## config.mk

```make
export PLATFORM = sky130hd
export DESIGN_NAME = rr_priority_encoder
export DESIGN_NICKNAME = d
export VERILOG_FILES = /design/src/rtl/rr_enc_pkg.sv /design/src/rtl/rr_pick.sv /design/src/rtl/rr_priority_encoder.sv
export SDC_FILE = /design/constraint.sdc
export NUM_CORES = 1
export LEC_CHECK = 0
export CAP_MARGIN = 20
export CORE_MARGIN = 3
export CORE_UTILIZATION = 49
export DETAILED_ROUTE_END_ITERATION = 6
export HOLD_SLACK_MARGIN = 0.1
export PLACE_DENSITY = 0.84
export SETUP_SLACK_MARGIN = 0.02
export SYNTH_ARGS = -nofsm -noshare
export SYNTH_HDL_FRONTEND = slang
export SYNTH_SLANG_ARGS = --single-unit
```

## constraint.sdc

```tcl
create_clock -name clk_i -period 3.05 [get_ports clk_i]
set_input_delay 0.305 -clock clk_i [delete_from_list [all_inputs] [get_ports clk_i]]
set_output_delay 0.305 -clock clk_i [all_outputs]
set_load 0.005 [all_outputs]
```

## src/rtl/rr_enc_pkg.sv

```systemverilog
// Shared types and helpers for the round-robin priority encoder.
package rr_enc_pkg;

  typedef enum logic {
    MODE_FIXED = 1'b0,
    MODE_RR    = 1'b1
  } mode_e;

  // Index width that stays at least one bit wide for degenerate widths.
  function automatic int unsigned clog2_min1(input int unsigned n);
    return (n > 1) ? $clog2(n) : 1;
  endfunction

endpackage

```

## src/rtl/rr_pick.sv

```systemverilog
// Combinational request picker: highest set bit in fixed mode, or a two-pass
// masked search starting at ptr_i in round-robin mode.
module rr_pick
  import rr_enc_pkg::*;
#(
  parameter int unsigned WIDTH = 4,
  parameter int unsigned IDX_W = clog2_min1(WIDTH)
) (
  input  logic [WIDTH-1:0] req_i,
  input  logic [IDX_W-1:0] ptr_i,
  input  mode_e            mode_i,
  output logic [IDX_W-1:0] winner_o,
  output logic             any_o
);

  logic [WIDTH-1:0] masked;
  logic [IDX_W-1:0] hi_idx;
  logic [IDX_W-1:0] lo_masked_idx;
  logic [IDX_W-1:0] lo_idx;

  always_comb begin
    masked = '0;
    for (int i = 0; i < int'(WIDTH); i++) begin
      masked[i] = req_i[i] && (i >= int'(ptr_i));
    end
  end

  // Ascending loop: last hit wins, giving the highest set index.
  always_comb begin
    hi_idx = '0;
    for (int i = 0; i < int'(WIDTH); i++) begin
      if (req_i[i]) hi_idx = IDX_W'(i);
    end
  end

  // Descending loops: last hit wins, giving the lowest set index.
  always_comb begin
    lo_masked_idx = '0;
    lo_idx        = '0;
    for (int i = int'(WIDTH) - 1; i >= 0; i--) begin
      if (masked[i]) lo_masked_idx = IDX_W'(i);
      if (req_i[i])  lo_idx        = IDX_W'(i);
    end
  end

  always_comb begin
    any_o = |req_i;
    if (mode_i == MODE_FIXED) begin
      winner_o = hi_idx;
    end else if (|masked) begin
      winner_o = lo_masked_idx;
    end else begin
      winner_o = lo_idx;
    end
  end

endmodule

```

## src/rtl/rr_priority_encoder.sv

```systemverilog
// Registered priority encoder / request picker with fixed or round-robin
// selection and a saturating grant counter.
module rr_priority_encoder
  import rr_enc_pkg::*;
#(
  parameter int unsigned WIDTH = 4,
  parameter int unsigned CNT_W = 8,
  localparam int unsigned IDX_W = clog2_min1(WIDTH)
) (
  input  logic             clk_i,
  input  logic             rst_i,
  input  logic             en_i,
  input  logic             mode_i,
  input  logic             clr_i,
  input  logic [WIDTH-1:0] req_i,
  output logic [IDX_W-1:0] idx_o,
  output logic             valid_o,
  output logic [CNT_W-1:0] grant_cnt_o
);

  logic [IDX_W-1:0] idx_q, idx_d;
  logic             valid_q, valid_d;
  logic [IDX_W-1:0] ptr_q, ptr_d;
  logic [CNT_W-1:0] cnt_q, cnt_d;

  logic [IDX_W-1:0] winner;
  logic             any;
  mode_e            mode;

  assign mode = mode_e'(mode_i);

  rr_pick #(
    .WIDTH(WIDTH),
    .IDX_W(IDX_W)
  ) u_pick (
    .req_i   (req_i),
    .ptr_i   (ptr_q),
    .mode_i  (mode),
    .winner_o(winner),
    .any_o   (any)
  );

  always_comb begin
    idx_d   = idx_q;
    valid_d = valid_q;
    ptr_d   = ptr_q;
    cnt_d   = cnt_q;
    if (clr_i) begin
      idx_d   = '0;
      valid_d = 1'b0;
      ptr_d   = '0;
      cnt_d   = '0;
    end else if (en_i) begin
      valid_d = any;
      if (any) begin
        idx_d = winner;
        if (cnt_q != {CNT_W{1'b1}}) cnt_d = cnt_q + CNT_W'(1);
        if (mode == MODE_RR) begin
          // Explicit wrap so non-power-of-two widths never reach WIDTH.
          ptr_d = (winner == IDX_W'(WIDTH - 1)) ? '0 : winner + IDX_W'(1);
        end
      end
    end
  end

  always_ff @(posedge clk_i or posedge rst_i) begin
    if (rst_i) begin
      idx_q   <= '0;
      valid_q <= 1'b0;
      ptr_q   <= '0;
      cnt_q   <= '0;
    end else begin
      idx_q   <= idx_d;
      valid_q <= valid_d;
      ptr_q   <= ptr_d;
      cnt_q   <= cnt_d;
    end
  end

  assign idx_o       = idx_q;
  assign valid_o     = valid_q;
  assign grant_cnt_o = cnt_q;

endmodule

```

==> results of run 1 <==
[metrics by stage]
stage / hold WS [ps] / instance area (sq um) / cells / utilization (%)
finish: 340 / 966 / 114 / 71.5
global route: 387 / 966 / 114 / 71.5
CTS: 351 / 966 / 114 / 71.5
detailed placement: 531 / 940 / 110 / 69.6
global placement: 527 / 940 / 110 / 69.6
floorplan: 182 / 734 / 77 / -
[state kept, by name, indices dropped and copies added (netlist names)]
register     flops
idx_o            2
valid_o          1
ptr_q            2
grant_cnt_o      8
[worst max-delay path: cells and delay by family]
kind | cells | cell delay [ps]
xor gates and xnor gates | 1 | 160
and+or+nand+nor | 2 | 210
AOI/OAI and AO/OA | 2 | 630
buffers and inverters | 1 | 670
[worst max-delay path by stage]
stage	start	end	slack, ps
floorplan	grant_cnt_o[3]$_DFFE_PP0P_	grant_cnt_o[5]$_DFFE_PP0P_	1520
global placement	req_i[1]	grant_cnt_o[5]$_DFFE_PP0P_	970
detailed placement	req_i[1]	grant_cnt_o[5]$_DFFE_PP0P_	910
CTS	req_i[1]	grant_cnt_o[5]$_DFFE_PP0P_	1210
global route	req_i[1]	grant_cnt_o[5]$_DFFE_PP0P_	1080
finish	req_i[1]	grant_cnt_o[5]$_DFFE_PP0P_	1210
[per-layer routing]
| layer | GRT usage [%] | vias up | wire [um] |
|---|---|---|---|
| met2 | 36.1 | 26 | 899 |
| met4 | 13.3 | 0 | 72 |
| li1 | - | 318 | - |
| met1 | 21.5 | 332 | 703 |
| met5 | 0 | - | 0 |
| met3 | 4.78 | 9 | 61 |
[final cells by class]
class	instances	share of cell area (%)
clock buffers	4	2.72
inverters	6	2.33
multi-input cells	57	39.6
flip-flops and latches	13	33.7
well taps	15	1.94
repair buffers	19	19.7
[Yosys cell counts, drive strengths merged, types with 2 or more instances]
cell    instances
nand3           3
xor2            5
nor3            2
inv             6
xnor2           2
nand2           8
nor2           12
mux2i           3
dfrtp          13
a21oi           4
a211oi          2
[logic make-up (layout without fill, tap and decap cells)]
group / count (synthesis) / after routing
mux: 3 / 3
fa+ha+maj: 1 / 1
buf+inv: 7 / 29
simple gates: 31 / 31
flops: 13 / 13
compound gates: 15 / 15
xor+xnor: 7 / 7
[power by group]
group | switching, uW | internal [uW] | total (uW)
combinational | 33.1 | 34.3 | 67.5
clock | 55.0 | 50.7 | 106
sequential | 7.40 | 179 | 187
total | 95.6 | 264 | 360
==> Implementation_results.wiki, run 1 <==
{| class="wikitable"
! Metric !! Value
|-
| Outcome || finished clean
|-
| VDD IR-drop max || ~280 uV
|-
| Critical path required time || 3190 ps
|-
| Compound-Gate Fraction of Synth Area || 18.4%
|-
| Number of global-route vias before repair || ~720
|-
| #FFs+latches synth || 13
|-
| Startpoint Class || primary input
|-
| Area of combinational cells with multiple inputs || roughly 380 sq um
|-
| Adder and majority gate portion of the synthesized area || 1.70%
|-
| Share of the clock period used by the worst path || roughly 60%
|-
| Worst reg2reg endpoint || grant_cnt_o[5]$_DFFE_PP0P_
|-
| Share of flip-flops with an asynchronous set or reset after synthesis || between 90% and 100%
|-
| Height of the die || about 45 um
|-
| Largest family of logic cells by synthesized area || simple AND/OR/NAND/NOR gates
|-
| Sequential cell area in the final layout || 325 sq um
|-
| Core region area || ~1400 sq um
|-
| Drt initial violations || 11
|-
| Syn nets || just under 90
|-
| Later-pin clock latency in the skew report || 280 ps
|-
| Internal reg-to-reg setup slack || approximately 1300 ps
|-
| Total of endpoints with negative setup slack in the final report || 0
|-
| Post-synth top area cell || sky130_fd_sc_hd__dfrtp_1
|-
| Number of cells produced by synthesis || a little under 80
|-
| Synth top area cells || sky130_fd_sc_hd__dfrtp_1 44%, sky130_fd_sc_hd__nor2_1 6.1%, sky130_fd_sc_hd__xor2_1 6.0%
|-
| Wire length of the first global-routing pass || 2.92 mm
|-
| Max FO, Critical Path || 8
|-
| Fmax || 544 MHz
|-
| Kind of end point of the critical path || register
|-
| Minimum setup slack in the final design || 1210 ps
|-
| Portion of the post-synthesis area used by sequential elements || 44.3%
|-
| Power density over the cells || 373 nW/um^2
|-
| Setup repair after global routing missed its margin || no
|-
| Min cycle time layout || ~1800 ps
|-
| Xor-xnor portion of the synthesized cell area || between 8 and 9%
|-
| Growth of design area from synthesis to finish || 31.5%
|-
| Number of buffers created by CTS || 3
|-
| Maximum clock insertion buffer count || 2
|-
| Worst slack at placement || just over 900 ps
|-
| Detailed Routing Iterations Pass 1 || 4
|-
| Data arrival time of the worst path || a little under 2000 ps
|-
| Cell leakage power || just over 0.0004 uW
|-
| Worst reg2reg path startpoint || grant_cnt_o[3]$_DFFE_PP0P_
|-
| Total detailed-routing wirelength || 1.74 mm
|-
| Final Max Slew Viols || 0
|-
| CTS sink cnt || 13
|-
| Number of max-capacitance violations reported || 0
|-
| Nets || 110
|-
| Grt ovf || 0
|-
| Half-perimeter wire length after detailed placement || 1.33 mm
|-
| Buffers inserted during post-CTS setup optimization || 0
|-
| Post-CTS resize count || 0
|-
| Synthesized area || between 700 and 800 sq um
|-
| Share of post-route cells with drive strength above 1 || roughly 7.1%
|-
| Fraction of post-synthesis cell area in the top cell type by area || 44.3%
|-
| Count of fill cells added during filler insertion || between 100 and 150
|-
| Critical-path cell with the highest stage delay || sky130_fd_sc_hd__clkdlybuf4s50_1
|-
| Critical path, cell by cell || clkdlybuf4s50_1 > o41ai_4 > a311oi_1 > nand3_1 > xor2_1 > nor2_1
|-
| Simple-gate portion of the synthesized area || around a fifth
|-
| Starting density of the core || around 54%
|-
| Avg Synthesized Cell Area || roughly 9.5 sq um
|-
| Total power || ~360 uW
|-
| Proportion of synthesized area in mux cells || just over 4%
|-
| Initial antenna violation count || 0
|-
| Placement Rows || 13
|-
| H-tree Lvls || 1
|-
| TritonCTS clock tree || built
|-
| Clock-pin slew on the worst setup and hold paths || ~80 ps
|-
| Post-route clock skew || approximately 4.6 ps
|-
| Hold Crit Class || primary input to async pin
|-
| Normalized max-slew margin || ~65%
|-
| Number of top-level design ports || 20
|-
| Number of synthesis warnings || 0
|-
| Final total negative setup slack || 0 ps
|-
| Worst setup path category || primary input to register
|-
| Fin. Hold Viols || 0
|-
| Die Area || roughly 2000 sq um
|-
| Clock tree root buffer cell || sky130_fd_sc_hd__clkbuf_4
|-
| Peak per-stage delay on the critical path || approximately 670 ps
|-
| DR vias || between 600 and 700
|-
| Number of hold buffers added after cts || 0
|-
| Routed length per placed instance || around 15 um
|-
| Number of vias per cell || about 6.0
|-
| Commonest non-fill, non-tap cell in the layout || sky130_fd_sc_hd__clkdlybuf4s50_1
|-
| Path depth of the worst reg2reg path || 5
|-
| Largest net degree at the start of global routing || 15
|-
| Weighted congestion at the end of routability-driven global placement || about 0.76
|-
| Most used flip-flop cell after synthesis || sky130_fd_sc_hd__dfrtp_1
|-
| Post-synth EDFFs || 0
|-
| N_diodes || 0
|-
| Cell variety after synth || 29
|-
| Residual antenna-violating net count after detailed routing || 0
|-
| Gr usage total || ~20%
|-
| Commonest cells after routing, fill and taps aside || 19 x sky130_fd_sc_hd__clkdlybuf4s50_1, 13 x sky130_fd_sc_hd__dfrtp_1, 12 x sky130_fd_sc_hd__nor2_1, 8 x sky130_fd_sc_hd__nand2_1, 6 x sky130_fd_sc_hd__inv_1
|-
| Die width || 44.7 um
|-
| Port buffer count || 19
|-
| # DRC || 0
|-
| Slew of the pin with the lowest slew margin || ~520 ps
|}
Power figures use the tool's default switching activity.
==> run 2: changes to the inputs <==
--- a/config.mk
+++ b/config.mk
@@ -7,10 +7,10 @@
 export LEC_CHECK = 0
 export CAP_MARGIN = 20
 export CORE_MARGIN = 3
-export CORE_UTILIZATION = 49
+export CORE_UTILIZATION = 46
 export DETAILED_ROUTE_END_ITERATION = 6
 export HOLD_SLACK_MARGIN = 0.1
-export PLACE_DENSITY = 0.84
+export PLACE_DENSITY = 0.8
 export SETUP_SLACK_MARGIN = 0.02
 export SYNTH_ARGS = -nofsm -noshare
 export SYNTH_HDL_FRONTEND = slang
==> constraint.sdc (replaced) <==
create_clock -name clk_i -period 1.75 [get_ports clk_i]
set_input_delay 0.175 -clock clk_i [delete_from_list [all_inputs] [get_ports clk_i]]
set_output_delay 0.175 -clock clk_i [all_outputs]
set_load 0.005 [all_outputs]
==> Implementation_results.wiki, run 2 (same netlist as run 1, synthesis figures left out) <==
{| class="wikitable"
! Metric !! Value
|-
| Min cycle time layout || 1640 ps
|-
| TritonCTS clock tree || built (unchanged)
|-
| Fmax || between 600 and 700 MHz
|-
| Kind of end point of the critical path || register (unchanged)
|-
| Final total negative setup slack || 0 ps (unchanged)
|-
| CTS sink cnt || 13 (unchanged)
|-
| Number of buffers created by CTS || 3 (unchanged)
|-
| Post-route cell area || 1060 sq um (was 966 sq um)
|-
| Placed inst area || 1040 sq um (was 940 sq um)
|-
| Commonest cells after routing, fill and taps aside || 19 x sky130_fd_sc_hd__clkdlybuf4s50_1, 13 x sky130_fd_sc_hd__buf_4, 12 x sky130_fd_sc_hd__nor2_1, 12 x sky130_fd_sc_hd__dfrtp_1, 8 x sky130_fd_sc_hd__nand2_1 (was 19 x sky130_fd_sc_hd__clkdlybuf4s50_1, 13 x sky130_fd_sc_hd__dfrtp_1, 12 x sky130_fd_sc_hd__nor2_1, 8 x sky130_fd_sc_hd__nand2_1, 6 x sky130_fd_sc_hd__inv_1)
|-
| Total of endpoints with negative setup slack in the final report || 0 (unchanged)
|-
| N_diodes || 0 (unchanged)
|-
| Routed length per placed instance || 13.7 um (was 15.2 um)
|-
| VDD IR-drop max || 513 uV (was 277 uV)
|-
| Share of the clock period used by the worst path || ~94%
|-
| Power density over the cells || 605 nW/um^2 (was 373 nW/um^2)
|-
| Hold Crit Class || primary input to async pin (unchanged)
|-
| Die Area || 2110 sq um (was 2000 sq um)
|-
| Growth of design area from synthesis to finish || 45.0% (was 31.5%)
|-
| Port buffer count || 19 (unchanged)
|-
| Starting density of the core || 52.5% (was 54.4%)
|-
| Max FO, Critical Path || 5 (was 8)
|-
| Weighted congestion at the end of routability-driven global placement || 0.866 (was 0.760)
|-
| Dominant delay contributor by cell family on the critical path || buffers and inverters (unchanged)
|-
| Most prevalent standard cell on the critical path || sky130_fd_sc_hd__a21oi_2
|-
| Fin. Hold Viols || 0 (unchanged)
|-
| Die width || 46.0 um (was 44.7 um)
|-
| Number of flip-flops in the largest register || 8 (unchanged)
|-
| Height of the die || 46.0 um (was 44.7 um)
|-
| Worst hold slack || 211 ps (was 340 ps)
|-
| Share of post-route cells with drive strength above 1 || 18.8% (was 7.07%)
|-
| Nets || 123 (was 110)
|-
| Critical path required time || 1950 ps (was 3190 ps)
|-
| Critical path, cell by cell || clkdlybuf4s50_1 > buf_4 > a21oi_2 > o311a_1 > or3_1 > a21oi_2 (was clkdlybuf4s50_1 > o41ai_4 > a311oi_1 > nand3_1 > xor2_1 > nor2_1)
|-
| WP buf/inv || 2 (was 1)
|-
| Number of vias per cell || 5.61 (was 6.01)
|-
| Initial antenna violation count || 0 (unchanged)
|-
| Cell leakage power || 0.000466 uW (was 0.000403 uW)
|-
| Data arrival time of the worst path || 1830 ps (was 1980 ps)
|-
| Largest net degree at the start of global routing || 14 (was 15)
|-
| Core region area || 1400 sq um (was 1350 sq um)
|-
| Placement Rows || 13 (unchanged)
|-
| Setup repair after global routing missed its margin || no (unchanged)
|-
| Worst setup path category || primary input to register (unchanged)
|-
| Peak per-stage delay on the critical path || 550 ps (was 670 ps)
|-
| H-tree Lvls || 1 (unchanged)
|-
| # DRC || 0 (unchanged)
|-
| Half-perimeter wire length after detailed placement || 1.35 mm (was 1.33 mm)
|-
| Wire length of the first global-routing pass || 2.79 mm (was 2.92 mm)
|-
| Number of max-capacitance violations reported || 0 (unchanged)
|-
| Grt ovf || 0 (unchanged)
|-
| Detailed Routing Iterations Pass 1 || 4 (unchanged)
|-
| Minimum setup slack in the final design || 113 ps (was 1210 ps)
|-
| Worst slack at placement || -147 ps (was 913 ps)
|-
| Count of fill cells added during filler insertion || 102 (was 107)
|-
| Commonest non-fill, non-tap cell in the layout || sky130_fd_sc_hd__clkdlybuf4s50_1 (unchanged)
|-
| DR vias || 713 (was 685)
|-
| Critical-path cell with the highest stage delay || sky130_fd_sc_hd__clkdlybuf4s50_1 (unchanged)
|-
| Total detailed-routing wirelength || 1.74 mm (about the same)
|-
| Number of hold buffers added after cts || 0 (unchanged)
|-
| Drt initial violations || 16 (was 11)
|-
| Slew of the pin with the lowest slew margin || 482 ps (was 520 ps)
|-
| Maximum clock insertion buffer count || 2 (unchanged)
|-
| Buffers inserted during post-CTS setup optimization || 0 (unchanged)
|-
| Clock-pin slew on the worst setup and hold paths || 80 ps (about the same)
|-
| Outcome || finished clean (unchanged)
|-
| Number of global-route vias before repair || 691 (was 721)
|-
| Post-route clock skew || 3.53 ps (was 4.59 ps)
|-
| Residual antenna-violating net count after detailed routing || 0 (unchanged)
|-
| Final Max Slew Viols || 0 (unchanged)
|-
| Sequential cell area in the final layout || 327 sq um (was 325 sq um)
|-
| Normalized max-slew margin || 67.9% (was 65.1%)
|-
| Area of combinational cells with multiple inputs || 383 sq um (unchanged)
|-
| Number of top-level design ports || 20 (unchanged)
|-
| Gr usage total || 18.5% (was 20.5%)
|-
| Startpoint Class || primary input (unchanged)
|-
| Later-pin clock latency in the skew report || 270 ps (was 280 ps)
|-
| Clock tree root buffer cell || sky130_fd_sc_hd__clkbuf_4 (unchanged)
|}
run 2: final timing paths:
path / from / endpoint / slack (ps) / depth (start not counted)
worst min-delay path: rst_i / grant_cnt_o[2]$_DFFE_PP0P_ / 210 / 2
worst max register to register: ptr_q[1]$_DFFE_PP0P_ / idx_o[0]$_DFFE_PP0P_ / 120 / 5
max in group asynchronous: rst_i / ptr_q[1]$_DFFE_PP0P_ / 1190 / 2
worst min register to register: idx_o[1]$_DFFE_PP0P_ / idx_o[1]$_DFFE_PP0P_ / 530 / 2
min in group clk_i: idx_o[1]$_DFFE_PP0P_ / idx_o[1]$_DFFE_PP0P_ / 530 / 2
worst max-delay path: req_i[3] / idx_o[0]$_DFFE_PP0P_ / 110 / 6
run 2: final cells by class:
class / instances / share of cell area, %
inverters: 6 / 2.12
clock buffers: 4 / 2.47
flip-flops and latches: 13 / 30.7
repair buffers: 32 / 27.0
multi-input cells: 57 / 36.0
well taps: 15 / 1.76
run 2: through the flow:
step                std cells  util (%)  total power, uW
floorplan                  77         -              387
detailed placement        123      74.2              464
CTS                       127      76.0              652
global placement          123      74.2              461
finish                    127      76.1              644
global route              127      76.1              674
run 2: report_power, final:
part | leakage [uW] | internal, uW | switching, uW
Clock | 0.0000150 | 88.3 | 96.9
Combinational | 0.000275 | 73.5 | 59.9
Sequential | 0.000176 | 313 | 13.0
Total | 0.000466 | 474 | 170
run 2: worst reg2reg max path: cells and delay by family, from the launching register on:
family,cells,cell delay [ps]
flops,1,430
compound gates,2,470
mux,1,210
simple gates,2,430
run 2: routing by layer:
layer / GRT usage [%] / vias to the layer above / wire [um]
met1: 24.9 / 324 / 790
li1: - / 341 / -
met2: 26.6 / 39 / 785
met5: 0 / - / 0
met4: 10.2 / 0 / 46
met3: 4.74 / 9 / 121
run 2: repair_timing:
action	in CTS	in global routing
endpoints found under the setup margin	0	1
gates resized for setup	0	1
endpoints found under the hold margin	0	0
